<file path="config.mk">
export PLATFORM = sky130hd
export DESIGN_NAME = axi_row_responder
export DESIGN_NICKNAME = d
export VERILOG_FILES = /design/src/rtl/axi_row_pkg.sv /design/src/rtl/row_req_fifo.sv /design/src/rtl/axi_row_responder.sv
export SDC_FILE = /design/constraint.sdc
export NUM_CORES = 1
export LEC_CHECK = 0
export ABC_AREA = 1
export CORE_AREA = 2 2 219 221
export DETAILED_ROUTE_END_ITERATION = 12
export DIE_AREA = 0 0 221 223
export DONT_BUFFER_PORTS = 1
export HOLD_SLACK_MARGIN = 0.15
export REMOVE_ABC_BUFFERS = 1
export SYNTH_ARGS = -nofsm -noshare
export SYNTH_HDL_FRONTEND = slang
export SYNTH_HIERARCHICAL = 1
export SYNTH_SLANG_ARGS = --single-unit
</file>
<file path="constraint.sdc">
create_clock -name clk -period 8.3 [get_ports clk]
set_input_delay 0.415 -clock clk [delete_from_list [all_inputs] [get_ports clk]]
set_output_delay 0.415 -clock clk [all_outputs]
set_load 0.005 [all_outputs]
</file>
<file path="src/rtl/axi_row_pkg.sv">
// Shared widths, TDATA lane positions and FSM encoding for the row responder.
package axi_row_pkg;

  localparam int unsigned AXIS_DW    = 256;
  localparam int unsigned LANE_W     = 32;
  localparam int unsigned ROW_ID_LSB = 0;
  localparam int unsigned BEAT_LSB   = 32;

  typedef enum logic {
    IDLE = 1'b0,
    SEND = 1'b1
  } row_state_e;

endpackage

</file>
<file path="src/rtl/row_req_fifo.sv">
// Request FIFO holding 32-bit row ids; extra pointer bit tells full from empty.
module row_req_fifo
  import axi_row_pkg::*;
#(
  parameter int unsigned DEPTH = 8,
  parameter int unsigned CNT_W = $clog2(DEPTH) + 1
) (
  input  logic              clk,
  input  logic              reset,
  input  logic              push,
  input  logic [LANE_W-1:0] push_data,
  input  logic              pop,
  output logic [LANE_W-1:0] pop_data,
  output logic              full,
  output logic              empty,
  output logic [CNT_W-1:0]  count
);

  localparam int unsigned ADDR_W = $clog2(DEPTH);
  localparam int unsigned PTR_W  = ADDR_W + 1;

  logic [LANE_W-1:0] mem [DEPTH];
  logic [PTR_W-1:0]  wr_ptr;
  logic [PTR_W-1:0]  rd_ptr;
  logic              do_push;
  logic              do_pop;

  assign do_push  = push & ~full;
  assign do_pop   = pop & ~empty;
  assign empty    = (wr_ptr == rd_ptr);
  assign full     = (wr_ptr[ADDR_W] != rd_ptr[ADDR_W]) &&
                    (wr_ptr[ADDR_W-1:0] == rd_ptr[ADDR_W-1:0]);
  assign count    = CNT_W'(wr_ptr - rd_ptr);
  assign pop_data = mem[rd_ptr[ADDR_W-1:0]];

  always_ff @(posedge clk) begin
    if (reset) begin
      wr_ptr <= '0;
      rd_ptr <= '0;
    end else begin
      if (do_push) wr_ptr <= wr_ptr + PTR_W'(1);
      if (do_pop)  rd_ptr <= rd_ptr + PTR_W'(1);
    end
  end

  // Storage needs no reset; the pointers define validity.
  always_ff @(posedge clk) begin
    if (do_push) mem[wr_ptr[ADDR_W-1:0]] <= push_data;
  end

endmodule

</file>
<file path="src/rtl/axi_row_responder.sv">
// Far end of the row-request stream: each queued request becomes one
// ROW_BEATS-beat row on the TX stream, with a completion pulse per row.
module axi_row_responder
  import axi_row_pkg::*;
#(
  parameter  int unsigned ROW_BEATS  = 32,
  parameter  int unsigned FIFO_DEPTH = 8,
  localparam int unsigned CNT_W      = $clog2(FIFO_DEPTH + 1)
) (
  input  logic               clk,
  input  logic               reset,
  input  logic [AXIS_DW-1:0] AXIS_RX_TDATA,
  input  logic               AXIS_RX_TVALID,
  input  logic               AXIS_RX_TLAST,
  output logic               AXIS_RX_TREADY,
  output logic [AXIS_DW-1:0] AXIS_TX_TDATA,
  output logic               AXIS_TX_TVALID,
  output logic               AXIS_TX_TLAST,
  input  logic               AXIS_TX_TREADY,
  output logic               row_complete_out,
  output logic [CNT_W-1:0]   requests_pending,
  output logic [31:0]        rows_sent,
  output logic               idle_out
);

  localparam int unsigned        BEAT_W    = (ROW_BEATS > 1) ? $clog2(ROW_BEATS) : 1;
  localparam logic [BEAT_W-1:0]  LAST_BEAT = BEAT_W'(ROW_BEATS - 1);

  row_state_e        state;
  row_state_e        state_nxt;
  logic [LANE_W-1:0] row_id;
  logic [LANE_W-1:0] row_id_nxt;
  logic [BEAT_W-1:0] beat;
  logic [BEAT_W-1:0] beat_nxt;

  logic              fifo_push;
  logic              fifo_pop;
  logic              fifo_full;
  logic              fifo_empty;
  logic [LANE_W-1:0] fifo_data;
  logic [CNT_W-1:0]  fifo_count;

  logic              tx_fire;
  logic              last_beat;
  logic              row_done;
  logic              unused_rx;

  // Only the row id lane of a request matters; TLAST carries no meaning here.
  assign unused_rx = ^{AXIS_RX_TLAST, AXIS_RX_TDATA[AXIS_DW-1:LANE_W]};

  assign AXIS_RX_TREADY = ~reset & ~fifo_full;
  assign fifo_push      = AXIS_RX_TVALID & AXIS_RX_TREADY;

  row_req_fifo #(
    .DEPTH (FIFO_DEPTH),
    .CNT_W (CNT_W)
  ) u_fifo (
    .clk       (clk),
    .reset     (reset),
    .push      (fifo_push),
    .push_data (AXIS_RX_TDATA[ROW_ID_LSB +: LANE_W]),
    .pop       (fifo_pop),
    .pop_data  (fifo_data),
    .full      (fifo_full),
    .empty     (fifo_empty),
    .count     (fifo_count)
  );

  assign last_beat = (beat == LAST_BEAT);
  assign tx_fire   = (state == SEND) & AXIS_TX_TREADY;
  assign row_done  = tx_fire & last_beat;

  // Next-state: a finished row pops the next request in the same cycle.
  always_comb begin
    state_nxt  = state;
    row_id_nxt = row_id;
    beat_nxt   = beat;
    fifo_pop   = 1'b0;
    case (state)
      IDLE: begin
        if (!fifo_empty) begin
          fifo_pop   = 1'b1;
          row_id_nxt = fifo_data;
          beat_nxt   = '0;
          state_nxt  = SEND;
        end
      end
      SEND: begin
        if (row_done) begin
          if (!fifo_empty) begin
            fifo_pop   = 1'b1;
            row_id_nxt = fifo_data;
            beat_nxt   = '0;
          end else begin
            state_nxt = IDLE;
          end
        end else if (tx_fire) begin
          beat_nxt = beat + BEAT_W'(1);
        end
      end
      default: state_nxt = IDLE;
    endcase
  end

  always_ff @(posedge clk) begin
    if (reset) begin
      state            <= IDLE;
      row_id           <= '0;
      beat             <= '0;
      row_complete_out <= 1'b0;
      rows_sent        <= '0;
    end else begin
      state            <= state_nxt;
      row_id           <= row_id_nxt;
      beat             <= beat_nxt;
      row_complete_out <= row_done;
      if (row_done) rows_sent <= rows_sent + 32'd1;
    end
  end

  // TX beat is a pure function of registered state, so it holds across stalls.
  always_comb begin
    AXIS_TX_TDATA = '0;
    if (state == SEND) begin
      AXIS_TX_TDATA[ROW_ID_LSB +: LANE_W] = row_id;
      AXIS_TX_TDATA[BEAT_LSB +: LANE_W]   = LANE_W'(beat);
    end
  end

  assign AXIS_TX_TVALID   = (state == SEND);
  assign AXIS_TX_TLAST    = (state == SEND) & last_beat;
  assign requests_pending = fifo_count;
  assign idle_out         = (state == IDLE) & fifo_empty;

endmodule

</file>
Yosys cells after proc, flatten, opt, wreduce, memory -nomap -nowiden
Memory sizes are Yosys's and may differ from the RTL's. A register that Yosys moved wholly into a read port is not among the register bits.
Cells that the tools add are included.
{"block": "totals", "register_bits": 79, "ramBits": 256, "input_bits": 261, "elab_cells": 49, "memories": 1}
{"memory": "u_fifo.mem", "depth": 8, "width": 32, "rd": 1, "rd_clocked_by_memory_dff": 1, "write_ports": 1, "line_no": "row_req_fifo.sv:22", "rtl": "logic [LANE_W-1:0] mem [DEPTH];"}
{"block": "op_classes", "addsub": 5, "n_eq_ne": 6, "n_mux": 17, "bitwise": 12, "n_reduce_logical": 1}
{"op": "2-to-1 mux 32 bit", "n": 2}
{"op": "one-hot mux 32 bit (2 select lines)", "n": 1}
{"op": "2-to-1 mux 37 bit", "n": 1}
{"op": "adder 32 x 1 -> 32 bit, second input constant", "n": 1}
{"op": "2-to-1 mux 5 bit", "n": 3}
{"op": "one-hot mux 5 bit (2 select lines)", "n": 1}
{"op": "adder 4 x 1 -> 4 bit, second input constant", "n": 2}
{"op": "AND 1 bit", "n": 8}
{"op": "2-to-1 mux 3 bit", "n": 2}
{"op": "adder 5 x 1 -> 5 bit, second input constant", "n": 1}
{"op": "== test 5 bit, second input constant", "n": 1}
{"op": "2-to-1 mux 1 bit", "n": 5}
{"op": "== test 4 bit", "n": 1}
{"op": "NOT 1 bit", "n": 4}
{"op": "one-hot mux 1 bit (2 select lines)", "n": 2}
{"op": "subtractor 4 bit", "n": 1}
{"op": "== test 3 bit", "n": 1}
{"op": "inequality test 3 x 1 -> 1 bit, second input constant", "n": 1}
{"op": "inequality test 2 x 1 -> 1 bit, second input constant", "n": 1}
{"op": "logical AND 1 bit", "n": 1}
{"op": "inequality test 1 bit", "n": 1}

Logic depth before layout (Yosys ltp)
{"block": "logic_depth", "ltp_word": 8, "depth_mapped": 13, "ltp_nobuf": 12}

Modules after synthesis
The synthesis kept the hierarchy.
{"module": "row_req_fifo", "instances": 1, "cells_each": 886, "area_per_inst_um2": 10694.0, "seq_area_each_um2": 7907.6}
{"module": "axi_row_responder", "instances": 1, "cells_each": 750, "area_per_inst_um2": 5119.9, "seq_area_each_um2": 1421.4}

Least setup slack after synthesis
OpenSTA, ideal clock, no wires.
{"block": "synth_path", "path_type": "reg2reg", "startpoint": "reg u_fifo.wr_ptr[0]", "endpoint": "mem u_fifo.mem[1][0] (enable)", "setup_ns": 0.461, "arrival_time_ns": 3.781, "path_slack_ns": 4.058, "stages_incl_launch_ff": 10, "path_buffers": 0, "synth_period_minus_slack_ns": 4.242, "path_cell_list": "dfxtp_1 -> inv_1 -> ha_1 -> inv_1 -> nor2_1 -> nand2_1 -> inv_1 -> nor3b_1 -> nand2_2 -> nor3_1"}
{"block": "synth_between", "elab_chain_cells": 8}
{"element": "start, declared", "line_no": "row_req_fifo.sv:23", "rtl": "logic [PTR_W-1:0] wr_ptr;"}
{"element": "start signal, assigned", "line_no": "row_req_fifo.sv:41", "rtl": "if (do_push) wr_ptr <= wr_ptr + PTR_W'(1);"}
{"element": "== test 3 bit", "line_no": "row_req_fifo.sv:32", "rtl": "(wr_ptr[ADDR_W-1:0] == rd_ptr[ADDR_W-1:0]);"}
{"element": "logical AND 1 bit", "line_no": "row_req_fifo.sv:31", "rtl": "assign full = (wr_ptr[ADDR_W] != rd_ptr[ADDR_W]) &&"}
{"element": "net fifo_full", "line_no": "axi_row_responder.sv:38", "rtl": "logic fifo_full;"}
{"element": "NOT 1 bit", "line_no": "axi_row_responder.sv:51", "rtl": "assign AXIS_RX_TREADY = ~reset & ~fifo_full;"}
{"element": "AND 1 bit", "line_no": "axi_row_responder.sv:51"}
{"element": "AND 1 bit", "line_no": "axi_row_responder.sv:52", "rtl": "assign fifo_push = AXIS_RX_TVALID & AXIS_RX_TREADY;"}
{"element": "net fifo_push", "line_no": "axi_row_responder.sv:36", "rtl": "logic fifo_push;"}
{"element": "AND 1 bit", "line_no": "row_req_fifo.sv:28", "rtl": "assign do_push = push & ~full;"}
{"element": "2-to-1 mux 1 bit", "line_no": "row_req_fifo.sv:48", "rtl": "if (do_push) mem[wr_ptr[ADDR_W-1:0]] <= push_data;"}
{"element": "2-to-1 mux 1 bit (implied by the code)", "line_no": "row_req_fifo.sv:48"}
{"element": "end, declared", "line_no": "row_req_fifo.sv:22"}
The timed path passes the listed nets, and every way through them passes these cells.

Final worst setup path
{"block": "layout_path", "startpoint": "reg u_fifo.wr_ptr[0]", "endpoint": "mem u_fifo.mem[4][7] (enable)"}
Same word-level chain as after synthesis.

==> impl_metrics.tcl <==
set metrics [dict create \
    final_cell_area_um2 17050 \
    postCtsSetupBuffers 0 \
    synth_top_flop_cell "edfxtp_1" \
    clock_skew_ns 0.02306 \
    seq_area_frac_synth_pct 58.99 \
    cp_slowest_stage_delay_ns 0.52 \
    num-fill-cells 4639 \
    crit_path_end_kind "flop" \
    p_clk_share_pct 32.6 \
    wl_um 36120 \
    switching_share_pct 34.20 \
    timing.rr.end "u_fifo/mem[4][7]$_DFFE_PP_" \
    syn_avg_cell_area_um2 9.666 \
    power.internal_mw 3.168 \
    cts_root_buf "clkbuf_16" \
    critical_path_buf_inv_count 5 \
    ys_types 37 \
    finalSetupViolCount 0 \
    setup_tns_ns 0 \
    drive_above_1_share_pct 5.589 \
    max_slew.worst_pin.slew_ns 1.132 \
    crit_path_start_kind "flop" \
    portBuffers 0 \
    min_path_type "in2reg" \
    hold_end "beat[2]$_SDFFE_PP0P_" \
    fp.dieW_um 221 \
    relSlewSlack_pct 24.51 \
    outcome "finished, final reports clean" \
    path_class "reg2reg" \
    numPlacedInstances 2196 \
    num-nets-final 1924 \
    synthCells 1636 \
    hold_violations 0 \
    cp.required_ns 8.45 \
    hold_path.startpoint "AXIS_TX_TREADY" \
    core-area_um2 47150 \
    wl_per_cell_um 15.70 \
    gr-total-overflow 0 \
    clkTransAtPathRegs_ns 0.06 \
    ctsResizeCount 0 \
    drcViolationCount 0 \
    fp.dieH_um 223 \
    viasPerCell 4.502 \
    ioPinCount 558 \
    crit_top_cell "inv_1" \
    track_usage_pct 14.03 \
    final_cells 2300 \
    grt_pass1_vias 9555 \
    p_sw_mw 1.646 \
    drv_cap 0 \
    layout_min_cycle_time_ns 3.399 \
    areaGrowthSynthToFinish_pct 7.801 \
    slew_violations 0 \
    dieArea_um2 49280 \
    grt_setup_unrepaired "no" \
    insertion_delay_ns 0.54 \
    r2r_setup_slack_ns 4.90 \
    drtIter0Drc 896 \
    cp_top_family "simple AND/OR/NAND/NOR gates" \
    cp_data_arrival_time_ns 3.55 \
    fin_crit_sh_pct 40.96 \
    cts.sinks 338 \
    firstDrtPassIters 5 \
    pwr-share-comb_pct 25.0 \
    p_seq_share_pct 42.4 \
    grt_pass1_wl_um 54530 \
    grt_antenna_before_repair 3 \
    cts-buffers-inserted 37 \
    utilization_pct 36.16 \
    placed_cell_area_um2 15550 \
    synth_area_um2 15810 \
    cts_tree "built" \
    hold_ws_ns 0.1659 \
    post-place-ws_ns 4.922 \
    worst_hold_path.num_cells 3 \
    initial_core_util_pct 33.54 \
    cp_cell_sequence "inv_1 -> ha_1 -> inv_1 -> nor2_1 -> nand2_1 -> inv_1 -> nor3b_1 -> nand2_2 -> inv_1 -> nand2_1 -> nor2_4 -> buf_4" \
    vdd_drop_max_v 0.0001893 \
    ys_warn_count 6 \
    grt_start_max_net_pins 97 \
    powerDensity_nw_per_um2 282.4 \
    max_freq_mhz 294.2 \
    timing.rr.start "u_fifo/wr_ptr[0]$_SDFFE_PP0P_" \
    finalWeightedCongestion 0.8525 \
    cpMaxStageDelayCell "buf_4" \
    vias 10350 \
    worst_slack_ns 4.901 \
    dpl.hpwl_um 19930 \
    power.leakage_nw 6.638 \
    ant_nets 0 \
    ys_seq_elements 338 \
    power_mw 4.814 \
    std_cell_rows 80 \
    htree_levels 2 \
    clock_path_buffers 3 \
    crit_fanout 32 \
    ys_async_sr_fraction_pct 0 \
    rr_worst_depth 12 \
    synth_edf_count 256 \
]
how the worst max path moves through the flow:
stage	startpoint	end	slack (ns)	depth (start not counted)
2_1_floorplan	flop	row_id[2]$_SDFFE_PP0P_	3.31	7
3_3_place_gp	u_fifo/wr_ptr[0]$_SDFFE_PP0P_	u_fifo/mem[4][6]$_DFFE_PP_	4.97	12
3_5_place_dp	u_fifo/wr_ptr[0]$_SDFFE_PP0P_	u_fifo/mem[4][6]$_DFFE_PP_	4.92	12
4_1_cts	u_fifo/wr_ptr[0]$_SDFFE_PP0P_	u_fifo/mem[4][25]$_DFFE_PP_	4.90	12
5_1_grt	u_fifo/wr_ptr[0]$_SDFFE_PP0P_	u_fifo/mem[4][7]$_DFFE_PP_	4.72	12
6_report	u_fifo/wr_ptr[0]$_SDFFE_PP0P_	u_fifo/mem[4][7]$_DFFE_PP_	4.90	12
logic make-up after synthesis:
group	Yosys count	share of synthesized area (%)
simple gates	637	16.39
buf+inv	380	15.00
flops	338	58.99
compound gates	263	8.395
fa+ha+maj	9	0.7596
xor+xnor	8	0.4431
other cells	1	0.02371
cell usage in the layout (no fill, tap or decap), drive strengths merged, types with 27 or more instances in the layout:
| master | count |
|---|---|
| edfxtp | 256 |
| conb | 219 |
| nand2 | 236 |
| dlygate4sd3 | 34 |
| inv | 91 |
| nand3 | 27 |
| dfxtp | 82 |
| clkbuf | 55 |
| o21ai | 236 |
| nor2 | 350 |
flip-flops by register name, summed over array words and instances (netlist names), named ones only:
| signal | count |
|---|---|
| u_fifo/rd_ptr | 4 |
| u_fifo/wr_ptr | 4 |
| beat | 5 |
| row_complete_out | 1 |
| rows_sent | 32 |
| row_id | 32 |
| u_fifo/mem | 256 |
| AXIS_TX_TVALID | 1 |
power by group through the flow:
stage	Combinational, mW	Sequential (mW)	Clock (mW)
2_1_floorplan	0.795	2.09	0
3_3_place_gp	1.16	2.08	0
3_5_place_dp	1.17	2.08	0
4_1_cts	1.21	2.04	1.59
5_1_grt	1.39	2.06	1.66
6_report	1.20	2.04	1.57
layer usage:
metal	GRT usage, %	routed length [um]	vias to the layer above
met3	2.726	2440	62
met4	3.919	867	0
li1	-	-	4994
met5	0	0	-
met2	23.87	17180	424
met1	18.22	15630	4874
synthesized netlist by cell type, drive strengths merged (13+ instances only):
master  count  share of area [%]
nor2      350                8.7
edfxtp    256                 49
buf       254                 12
nand2     236                5.6
o21ai     236                7.5
inv        93                2.2
dfxtp      82                 10
clkbuf     33               0.81
nand3      27                1.1
a21oi      23               0.73
nand4      13               0.51
area by class of cell:
cell class | instances | area [um2] | share of cell area (%)
inverters | 93 | 350.3 | 2.055
repair buffers | 48 | 445.4 | 2.613
diodes | 3 | 7.507 | 0.04404
multi-input cells | 1136 | 4984 | 29.23
well taps | 615 | 769.5 | 4.514
clock inverters | 12 | 108.9 | 0.6385
clock buffers | 55 | 1045 | 6.128
flip-flops and latches | 338 | 9338 | 54.77
tightest hold or removal path: cells and delay by family:
kind	cells	cell delay, ns
buf+inv	1	0.05
compound gates	1	0.13
simple gates	1	0.06
what timing repair did:
action | in CTS | in global routing
hold buffers | 34 | 0
hold endpoints to repair | 282 | 0
endpoints found under the setup margin | 0 | 0
Note: power is estimated with default switching activity, not from simulation.
